**src/rtl/wb_uart_hex.sv**
```systemverilog
// ============================================================================
// Module   : wb_uart_hex
// Purpose  : Prints a 32-bit word as eight lowercase hex characters, most
//            significant nibble first. Each character is sent as a single
//            Wishbone B4 pipelined write to a fixed UART address.
// Options  : define WB_UART_HEX_NEWLINE_EN to append CR (0x0D) and LF (0x0A).
// Revision : 1.0 - initial release
// ============================================================================
`default_nettype none

module wb_uart_hex #(
    parameter int                      WB_ADDR_BITS = 32,
    parameter logic [WB_ADDR_BITS-1:0] UART_ADDR    = '0
) (
    input  logic                    i_wb_clk,
    input  logic                    i_wb_rst,
    input  logic                    i_start,
    input  logic [31:0]             i_word,
    output logic                    o_busy,
    output logic                    o_done,
    output logic                    o_wb_cyc,
    output logic                    o_wb_stb,
    output logic                    o_wb_we,
    output logic [WB_ADDR_BITS-1:0] o_wb_addr,
    output logic [31:0]             o_wb_data,
    input  logic                    i_wb_stall,
    input  logic                    i_wb_ack
);

    localparam logic [1:0] c_IDLE = 2'd0;
    localparam logic [1:0] c_REQ  = 2'd1;
    localparam logic [1:0] c_WAIT = 2'd2;

`ifdef WB_UART_HEX_NEWLINE_EN
    localparam logic [3:0] c_LAST_IDX = 4'd9;
`else
    localparam logic [3:0] c_LAST_IDX = 4'd7;
`endif

    logic [1:0]  r_state;
    logic [31:0] r_word;
    logic [3:0]  r_idx;
    logic        r_gap;
    logic        r_done;

    logic [31:0] w_shifted;
    logic [3:0]  w_nibble;
    logic [7:0]  w_char;
    logic        w_take_ack;
    logic        w_last;

    always_comb begin
        w_shifted = r_word << {r_idx[2:0], 2'b00};
        w_nibble  = w_shifted[31:28];
        if (w_nibble < 4'd10) begin
            w_char = 8'h30 + {4'h0, w_nibble};
        end else begin
            w_char = 8'h57 + {4'h0, w_nibble};
        end
`ifdef WB_UART_HEX_NEWLINE_EN
        if (r_idx[3]) begin
            w_char = r_idx[0] ? 8'h0A : 8'h0D;
        end
`endif
    end

    // r_gap holds the bus idle for one cycle so every character is its own cycle
    assign o_wb_stb  = (r_state == c_REQ) && !r_gap;
    assign o_wb_cyc  = o_wb_stb || (r_state == c_WAIT);
    assign o_wb_we   = o_wb_cyc;
    assign o_wb_addr = UART_ADDR;
    assign o_wb_data = o_wb_cyc ? {24'h0, w_char} : 32'h0;
    assign o_busy    = (r_state != c_IDLE);
    assign o_done    = r_done;

    // An ack alongside the unstalled strobe completes the character at once
    assign w_take_ack = i_wb_ack && ((o_wb_stb && !i_wb_stall) || (r_state == c_WAIT));
    assign w_last     = (r_idx == c_LAST_IDX);

    always_ff @(posedge i_wb_clk or posedge i_wb_rst) begin
        if (i_wb_rst) begin
            r_state <= c_IDLE;
            r_word  <= 32'h0;
            r_idx   <= 4'd0;
            r_gap   <= 1'b0;
            r_done  <= 1'b0;
        end else begin
            r_done <= 1'b0;
            if (w_take_ack) begin
                if (w_last) begin
                    r_state <= c_IDLE;
                    r_idx   <= 4'd0;
                    r_done  <= 1'b1;
                end else begin
                    r_state <= c_REQ;
                    r_idx   <= r_idx + 4'd1;
                    r_gap   <= 1'b1;
                end
            end else begin
                case (r_state)
                    c_IDLE: begin
                        if (i_start) begin
                            r_word  <= i_word;
                            r_idx   <= 4'd0;
                            r_gap   <= 1'b0;
                            r_state <= c_REQ;
                        end
                    end
                    c_REQ: begin
                        if (r_gap) begin
                            r_gap <= 1'b0;
                        end else if (!i_wb_stall) begin
                            r_state <= c_WAIT;
                        end
                    end
                    c_WAIT: begin
                        r_state <= c_WAIT;
                    end
                    default: begin
                        r_state <= c_IDLE;
                    end
                endcase
            end
        end
    end

endmodule

`default_nettype wire

```
**config.mk**
```make
export PLATFORM = sky130hd
export DESIGN_NAME = wb_uart_hex
export DESIGN_NICKNAME = d
export VERILOG_FILES = /design/src/rtl/wb_uart_hex.sv
export SDC_FILE = /design/constraint.sdc
export NUM_CORES = 1
export LEC_CHECK = 0
export BUFFER_PORTS_ARGS = -buffer_cell sky130_fd_sc_hd__buf_2
export CORE_MARGIN = 2
export CORE_UTILIZATION = 44
export CTS_CLUSTER_DIAMETER = 60
export DETAILED_ROUTE_END_ITERATION = 12
export PLACE_DENSITY = 0.77
export SLEW_MARGIN = 20
export SYNTH_ARGS = -nofsm -noshare
export SYNTH_HDL_FRONTEND = slang
export SYNTH_SLANG_ARGS = --single-unit
```
**constraint.sdc**
```tcl
create_clock -name i_wb_clk -period 2.4 [get_ports i_wb_clk]
set_clock_uncertainty 0.15 [all_clocks]
set_input_delay 0.6 -clock i_wb_clk [delete_from_list [all_inputs] [get_ports i_wb_clk]]
set_output_delay 0.6 -clock i_wb_clk [all_outputs]
set_load 0.05 [all_outputs]
```
Word-level counts from Yosys, hierarchy flattened

Cells that the tools add are included.

Flip-flop bits (word level): 40
Bits of input ports: 37
Output and inout port bits: 69

$add $sub $neg: 3
$lt $le $gt $ge: 1
Equality and inequality tests: 7
Shift operators: 1
Multiplexer cells: 18
Bitwise gates (word level): 1
Reduce and logical (&&, ||, !) cells: 16

Operators with widths:

| operator                                                               | number |
|---|---|
| 32-bit by 5-bit << shifter with 32-bit output                          | 1 |
| 4-bit 2-to-1 mux                                                       | 4 |
| 8-bit 2-to-1 mux                                                       | 2 |
| 3-bit inequality test (second input constant)                          | 3 |
| 3-bit AND reduction                                                    | 3 |
| 7-bit by 4-bit adder with 8-bit output (first input constant)          | 1 |
| 2-bit 2-to-1 mux                                                       | 4 |
| 6-bit by 4-bit adder with 7-bit output (first input constant)          | 1 |
| 1-bit 2-to-1 mux                                                       | 6 |
| 2-bit one-hot mux with 3 select lines                                  | 1 |
| 2-bit nonzero test                                                     | 3 |
| 4-bit by 1-bit adder with 4-bit output (second input constant)         | 1 |
| 4-bit by 3-bit equality test with 1-bit output (second input constant) | 1 |
| 4-bit < comparator (second input constant)                             | 1 |
| 1-bit logical AND                                                      | 3 |
| 3-bit nonzero test                                                     | 1 |
| 2-bit by 1-bit equality test with 1-bit output (second input constant) | 1 |
| 2-bit equality test (second input constant)                            | 1 |
| 1-bit zero test                                                        | 2 |
| 2-bit zero test                                                        | 1 |
| 1-bit logical OR                                                       | 2 |
| 2-bit inequality test (second input constant)                          | 1 |
| 1-bit one-hot mux with 2 select lines                                  | 1 |
| 2-bit AND reduction                                                    | 1 |
| 1-bit inverter                                                         | 1 |

Depth between registers and ports, before layout

Gate-level depths: netlist (run 1).

Depth after elaboration: 7
Depth in mapped cells: 7
Mapped depth without buffers: 7

Worst setup path before layout (run 1)

No wires, ideal clock.

Path type: reg-to-output
Start point: register r_state[1]
End point: output port o_wb_data[0]
Data arrival time: 2.929 ns
Setup slack: -1.279 ns
Cell stages (with the launch flop): 8
Buffers on the path: 0
Cells stage by stage: dfrtp_1 inv_1 ha_1 nor2b_1 nor2_1 inv_1 nand2_1 mux2i_1

Word-level cells in the longest chain between the ends: 4
Elaborated cells between the ends (all ways): 5
Those cells by class: 2 x eq/ne; 1 x mux; 2 x reduce/logical

Ends and longest elaborated chain:

| item                                           | RTL line | RTL |
|---|---|---|
| start: declaration                             | 40       | `logic [1:0] r_state;` |
| start signal: assignment                       | 82       | `r_state <= c_IDLE;` |
| start signal: assignment                       | 91       | `r_state <= c_IDLE;` |
| start signal: assignment                       | 95       | `r_state <= c_REQ;` |
| 2-bit by 1-bit equality test with 1-bit output | 68       | `assign o_wb_stb = (r_state == c_REQ) && !r_gap;` |
| 1-bit logical AND                              | 68       |  |
| named net o_wb_stb                             | 22       | `output logic o_wb_stb,` |
| 1-bit logical OR                               | 69       | `assign o_wb_cyc = o_wb_stb \|\| (r_state == c_WAIT);` |
| named net o_wb_cyc                             | 21       | `output logic o_wb_cyc,` |
| 8-bit 2-to-1 mux                               | 72       | `assign o_wb_data = o_wb_cyc ? {24'h0, w_char} : 32'h0;` |
| end: declaration                               | 25       | `output logic [31:0] o_wb_data,` |

The timed path passes the listed nets, and every way through them passes these cells.

Worst setup path in the final report (run 1)

Start point: register r_idx[0]
End point: output port o_wb_data[1]

Word-level cells in the longest chain between the ends: 4
Elaborated cells between the ends (all ways): 6
Those cells by class: 2 x add/sub; 1 x order compare; 1 x shift; 2 x mux

Ends and longest elaborated chain:

| item                                                                 | RTL line | RTL |
|---|---|---|
| start: declaration                                                   | 42       | `logic [3:0] r_idx;` |
| start signal: assignment                                             | 96       | `r_idx <= r_idx + 4'd1;` |
| 32-bit by 5-bit << shifter with 32-bit output (*)                    | 53       | `w_shifted = r_word << {r_idx[2:0], 2'b00};` |
| 7-bit by 4-bit adder with 8-bit output, or another cell as far along | 58       | `w_char = 8'h57 + {4'h0, w_nibble};` |
| 8-bit 2-to-1 mux (*)                                                 | 55       | `if (w_nibble < 4'd10) begin` |
| 8-bit 2-to-1 mux (*)                                                 | 72       |  |

Every way passes the cells marked *; elsewhere a longest branch is shown, timed or not.

==> results.sh, run 1 <==
export IMPL_outcome="finished with violations"
export IMPL_violations="setup timing"
export IMPL_die_y_um=79.6
export IMPL_grt_pass1_wl_um=7330
export IMPL_seq_power_share=0.229
export IMPL_vias=1609
export IMPL_cts_root_buf="clkbuf_8"
export IMPL_switchingPower_mw=2.29
export IMPL_num_rows=27
export IMPL_timing_fmax_mhz=327
export IMPL_cts_tree="done"
export IMPL_synth_cells=209
export IMPL_place_port_buffers=48
export IMPL_min_period_over_period=1.27
export IMPL_mostFrequentLayoutCell="conb_1"
export IMPL_grt_max_degree=41
export IMPL_max_vdd_ir_drop_v=0.000957
export IMPL_critPathKind="flop to output pin"
export IMPL_cts_made_buffers=5
export IMPL_start_util=0.456
export IMPL_placed_cells=339
export IMPL_slowest_delay_ns=0.50
export IMPL_setup_viol_count_final=6
export IMPL_critPathBufInv=2
export IMPL_finalWorstSetupSlack_ns=-0.656
export IMPL_drt_wl_total_um=4550
export IMPL_worstSkewPairLatency_ns=0.29
export IMPL_cp_required_ns=1.65
export IMPL_synth_seq_cells=40
export IMPL_period_minus_slack_ns=3.06
export IMPL_hold_viol=0
export IMPL_hpwl_um=3500
export IMPL_globalRouteTotalUtil=0.153
export IMPL_drtIter0Drc=37
export IMPL_drt_pass1_iterations=4
export IMPL_yosys_warnings=0
export IMPL_path_max_fanout=3
export IMPL_synth_distinct_cells=33
export IMPL_path_clk_slew_ns=0.08
export IMPL_pwr_share_comb=0.666
export IMPL_ctsHoldBuffers=0
export IMPL_via_per_inst=4.56
export IMPL_postRouteAntennaNets=0
export IMPL_rr_endpoint="r_word[12]"
export IMPL_core_area_mm2=0.00551
export IMPL_pin_count=106
export IMPL_clockPowerShare=0.104
export IMPL_synth_area_mm2=0.00251
export IMPL_syn_avg_cell_area_um2=12.0
export IMPL_antenna_cells=0
export IMPL_dieArea_mm2=0.00633
export IMPL_critPathTopFamily="multiplexers"
export IMPL_power_mw=5.21
export IMPL_gp_congestion=0.744
export IMPL_final_cell_mix="conb_1 (57), buf_2 (41), dfrtp_1 (39)"
export IMPL_cp_slowest_cell="mux4_2"
export IMPL_rr_startpoint="r_state[1]"
export IMPL_grt_overflow_total=0
export IMPL_leakage_nw=1.50
export IMPL_grt_pass1_vias=1483
export IMPL_power_density_mw_per_mm2=1690
export IMPL_clock_path_buffers=2
export IMPL_htreeDepth=2
export IMPL_arrival_ns=2.31
export IMPL_cts_sinks=40
export IMPL_slew_viol_final=0
export IMPL_synthToLayoutAreaGrowth_pct=23.0
export IMPL_path_cells="buf_4 > mux4_2 > mux2i_2 > ha_4 > a221oi_4 > buf_6"
export IMPL_die_x_um=79.6
export IMPL_antenna_found_initial=0
export IMPL_drive_above_1_share=0.520
export IMPL_routedWlPerCell_um=12.9
export IMPL_final_nets=322
export IMPL_r2r_slack_ns=0.26
export IMPL_end_kind="output pin"
export IMPL_intPower_mw=2.92
export IMPL_instances_no_fill=353
export IMPL_sw_frac_of_total=0.439
export IMPL_rr_worst_depth=8
export IMPL_holdCritPathClass="input pin to asynchronous set/reset pin"
export IMPL_start_kind="flop"
export IMPL_seq_area_frac_synth=0.398
export IMPL_regArea_mm2=0.00100
export IMPL_drc=0
export IMPL_drv_cap=0
export IMPL_multi_input_area_mm2=0.00135
export IMPL_rsz0062_at_grt="yes"
export IMPL_nFillCells=461
cell families after synthesis:
| group | share of synthesized area |
|---|---|
| AO/OA/AOI/OAI | 0.0518 |
| adder cells (fa/ha/maj) | 0.0249 |
| buffers and inverters | 0.208 |
| flip-flops | 0.398 |
| multiplexers | 0.269 |
| other | 0.00149 |
| AND/OR/NAND/NOR | 0.0458 |
power by group through the flow:
stage / Sequential, mW / Combinational (mW) / Clock [mW]
floorplan: 1.12 / 2.53 / 0
global placement: 1.18 / 2.98 / 0
detailed placement: 1.19 / 3.06 / 0
CTS: 1.19 / 3.28 / 0.559
global route: 1.23 / 3.68 / 0.596
finish: 1.20 / 3.47 / 0.543
cell usage after synthesis:
cell type,count,area share
buf_2,1,0.0020
a2bb2oi_1,1,0.0035
mux2_2,33,0.15
a21boi_1,1,0.0030
a21o_1,3,0.0090
nor2_1,4,0.0060
nand3_1,3,0.0060
a221oi_1,1,0.0035
buf_6,5,0.022
inv_1,7,0.010
o21ai_2,1,0.0035
dfrtp_1,40,0.40
mux4_1,4,0.042
nor3b_1,2,0.0060
nand3b_1,1,0.0030
conb_1,1,0.0015
or2_2,1,0.0025
o21a_1,1,0.0030
buf_4,58,0.17
nand2_1,9,0.013
mux2_4,1,0.0060
mux2i_4,2,0.018
o21ai_0,3,0.0060
mux2i_1,5,0.020
mux4_2,4,0.036
a211o_1,1,0.0035
nor2b_1,1,0.0025
o211ai_1,1,0.0030
ha_1,5,0.025
a21oi_1,6,0.012
o21ai_1,1,0.0020
and3_2,1,0.0030
nand4b_1,1,0.0035
tightest hold or removal path, delay by kind of cell:
family	cells	cell delay, ns
buffers and inverters	3	0.55
area by class of cell:
| cell class | instances | area share |
|---|---|---|
| multi-input combinational | 154 | 0.436 |
| sequential | 40 | 0.324 |
| timing repair buffer | 72 | 0.164 |
| tap | 72 | 0.0291 |
| clock buffer | 5 | 0.0223 |
| clock inverter | 3 | 0.0138 |
| inverter | 7 | 0.0101 |
worst max-delay path by stage:
stage          cells after the start  slack (ns)           end     start
2_1_floorplan                      5       -0.53  o_wb_data[1]  r_idx[0]
3_3_place_gp                       6       -0.43  o_wb_data[1]  r_idx[0]
3_5_place_dp                       6       -0.49  o_wb_data[1]  r_idx[0]
4_1_cts                            6       -0.68  o_wb_data[1]  r_idx[0]
5_1_grt                            6       -0.73  o_wb_data[1]  r_idx[0]
6_report                           6       -0.66  o_wb_data[1]  r_idx[0]
flip-flops by register name, indices dropped and copies added (netlist names):
name and flops:
o_done 1, r_gap 1, r_idx 4, r_state 2, r_word 32
layer usage:
layer  part of all wire  vias to the layer above  GRT usage
li1                   -                      748          -
met1               0.41                      771      0.200
met2               0.49                       84      0.245
met3              0.076                        6     0.0385
met4              0.016                        0     0.0569
met5                  0                        -          0
what timing repair did:
action | 4_1_cts | 5_1_grt
pin swaps | 3 | 5
endpoints found under the hold margin | 0 | 0
resized for setup | 20 | 16
endpoints found under the setup margin | 9 | 9
setup buffers | 4 | 2
metrics by stage:
| stage | TNS (ns) | hold slack [ns] | utilization | cell area, µm² | worst slack, ns |
|---|---|---|---|---|---|
| floorplan | -1.71 | 0.292 | - | 2840 | -0.534 |
| global placement | -1.94 | 0.314 | 0.512 | 2820 | -0.434 |
| detailed placement | -2.19 | 0.324 | 0.512 | 2820 | -0.493 |
| CTS | -3.48 | 0.273 | 0.546 | 3010 | -0.677 |
| global route | -3.73 | 0.319 | 0.561 | 3090 | -0.732 |
| finish | -3.26 | 0.261 | 0.561 | 3090 | -0.656 |
No activity file was read; power rests on OpenSTA's default activity.
==> run 2, diff against run 1 <==
GPL_TIMING_DRIVEN = 0   (was not set)
==> run 2 against run 1 <==
  * The run still ends with setup timing left
  * Worst setup slack improved by 0.0032 ns
  * Clock power rose by 1%
  * Final cell count rose by 17%
  * Register-to-register slack got worse by 0.13 ns
  * Worst hold slack got worse by 0.20 ns
  * Via count rose by 9.6%
  * Flip-flop and latch count did not move
  * Non-clock buffer count rose by 59
==> results.sh, run 2 (same netlist as run 1, synthesis figures left out) <==
export IMPL_outcome="finished with violations"
export IMPL_violations="setup timing"
export IMPL_htreeDepth=2
export IMPL_final_cell_mix="buf_4 (73), conb_1 (57), buf_2 (40), dfrtp_1 (40), mux2_2 (33)"
export IMPL_clock_path_buffers=2
export IMPL_drc=0
export IMPL_arrival_ns=2.30
export IMPL_postRouteAntennaNets=0
export IMPL_wl_met1_um=2060
export IMPL_num_rows=27
export IMPL_top_layer="met4"
export IMPL_timing_fmax_mhz=328
export IMPL_placed_cells=386
export IMPL_cp_slowest_cell="mux4_2"
export IMPL_via_per_inst=4.28
export IMPL_cts_made_buffers=5
export IMPL_slew_viol_final=0
export IMPL_slowest_delay_ns=0.52
export IMPL_die_y_um=79.6
export IMPL_path_max_fanout=6
export IMPL_cts_sinks=40
export IMPL_grt_pass1_vias=1588
export IMPL_dieArea_mm2=0.00633
export IMPL_drt_wl_total_um=4990
export IMPL_leakage_nw=1.83
export IMPL_holdCritPathClass="input pin to asynchronous set/reset pin"
export IMPL_max_vdd_ir_drop_v=0.000863
export IMPL_final_nets=381
export IMPL_grt_max_degree=32
export IMPL_grt_pass1_wl_um=7670
export IMPL_power_density_mw_per_mm2=1500
export IMPL_wl_met2_um=2370
export IMPL_instances_no_fill=412
export IMPL_vias=1764
export IMPL_largest_reg_flops=32
export IMPL_wl_met3_um=509
export IMPL_top_regs="r_word: 32 flops, r_idx: 4 flops, r_state: 2 flops"
export IMPL_start_kind="flop"
export IMPL_drive_above_1_share=0.600
export IMPL_hold_viol=0
export IMPL_cp_required_ns=1.65
export IMPL_drv_cap=0
export IMPL_drtIter0Drc=27
export IMPL_pre_cts_slack_ns=-0.684
export IMPL_worstSkewPairLatency_ns=0.29
export IMPL_cts_root_buf="clkbuf_8"
export IMPL_path_cells="buf_6 > mux4_2 > mux2i_4 > ha_4 > a221oi_4 > buf_6"
export IMPL_rr_endpoint="r_word[11]"
export IMPL_fin_util=0.646
export IMPL_start_util=0.456
export IMPL_regMostFlops="r_word"
export IMPL_period_minus_slack_ns=3.05
export IMPL_routedWlPerCell_um=12.1
export IMPL_rsz0062_at_grt="yes"
export IMPL_pin_count=106
export IMPL_die_x_um=79.6
export IMPL_critPathMostFrequentCell="buf_6"
export IMPL_whs_ns=0.0616
export IMPL_rr_worst_depth=7
export IMPL_critPathKind="flop to output pin"
export IMPL_place_port_buffers=48
export IMPL_antenna_cells=0
export IMPL_setup_viol_count_final=6
export IMPL_globalRouteTotalUtil=0.158
export IMPL_gp_congestion=0.769
export IMPL_core_area_mm2=0.00551
export IMPL_ctsHoldBuffers=0
export IMPL_synthToLayoutAreaGrowth_pct=41.7
export IMPL_finalWorstSetupSlack_ns=-0.652
export IMPL_grt_overflow_total=0
export IMPL_rr_startpoint="r_state[0]"
export IMPL_min_period_over_period=1.27
export IMPL_fin_setup_tns_ns=-3.46
export IMPL_hpwl_um=3660
export IMPL_mostFrequentLayoutCell="buf_4"
export IMPL_r2r_slack_ns=0.13
export IMPL_drt_pass1_iterations=4
export IMPL_cts_tree="done"
export IMPL_antenna_found_initial=0
export IMPL_path_clk_slew_ns=0.08
export IMPL_end_kind="output pin"
==> run 2: cell type report <==
| type | instances | area [µm²] |
|---|---|---|
| Inverter | 7 | 31.3 |
| Buffer | 64 | 500 |
| Clock inverter | 3 | 42.5 |
| Clock buffer | 5 | 68.8 |
| Sequential cell | 40 | 1000 |
| Fill cell | 460 | 1950 |
| Multi-Input combinational cell | 154 | 1350 |
| Timing Repair Buffer | 67 | 475 |
| Tap cell | 72 | 90.1 |
==> run 2: what timing repair did <==
item,in CTS,in global routing
setup endpoints to repair,9,38
gates resized for setup,17,16
buffers inserted,11,7
pin swaps,1,4
==> run 2: per-stage QoR <==
step | total power, mW | instance area [µm²]
2_1_floorplan | 3.65 | 2840
3_3_place_gp | 4.05 | 3170
3_5_place_dp | 4.12 | 3190
4_1_cts | 5.09 | 3440
5_1_grt | 5.63 | 3560
6_report | 5.34 | 3560
==> run 2: worst max-delay path by stage <==
stage / from / to / slack [ns] / depth (start not counted)
6_report: r_idx[0] / o_wb_data[1] / -0.65 / 6
3_5_place_dp: r_idx[0] / o_wb_data[1] / -0.68 / 6
5_1_grt: r_idx[0] / o_wb_data[1] / -0.74 / 6
3_3_place_gp: r_idx[0] / o_wb_data[1] / -0.68 / 6
2_1_floorplan: r_idx[0] / o_wb_data[1] / -0.53 / 5
4_1_cts: r_idx[0] / o_wb_data[1] / -0.68 / 6
==> run 2: power breakdown <==
| group | internal, mW | leakage [nW] | switching (mW) |
|---|---|---|---|
| Clock | 0.308 | 0.0541 | 0.241 |
| Combinational | 1.73 | 1.29 | 1.88 |
| Sequential | 0.998 | 0.482 | 0.178 |
==> run 2: layer usage <==
| layer | vias to the layer above | GRT usage |
|---|---|---|
| met5 | - | 0 |
| met4 | 0 | 0.0517 |
| met3 | 5 | 0.0396 |
| met2 | 85 | 0.264 |
| met1 | 798 | 0.200 |
| li1 | 876 | - |
==> run 2: critical path, delay by kind of cell, from the launching register on <==
| family | cells | cell delay [ns] |
|---|---|---|
| muxes | 2 | 0.75 |
| DFF | 1 | 0.38 |
| buffers and inverters | 2 | 0.35 |
| AOI/OAI and AO/OA | 1 | 0.27 |
| adders and majority gates | 1 | 0.25 |
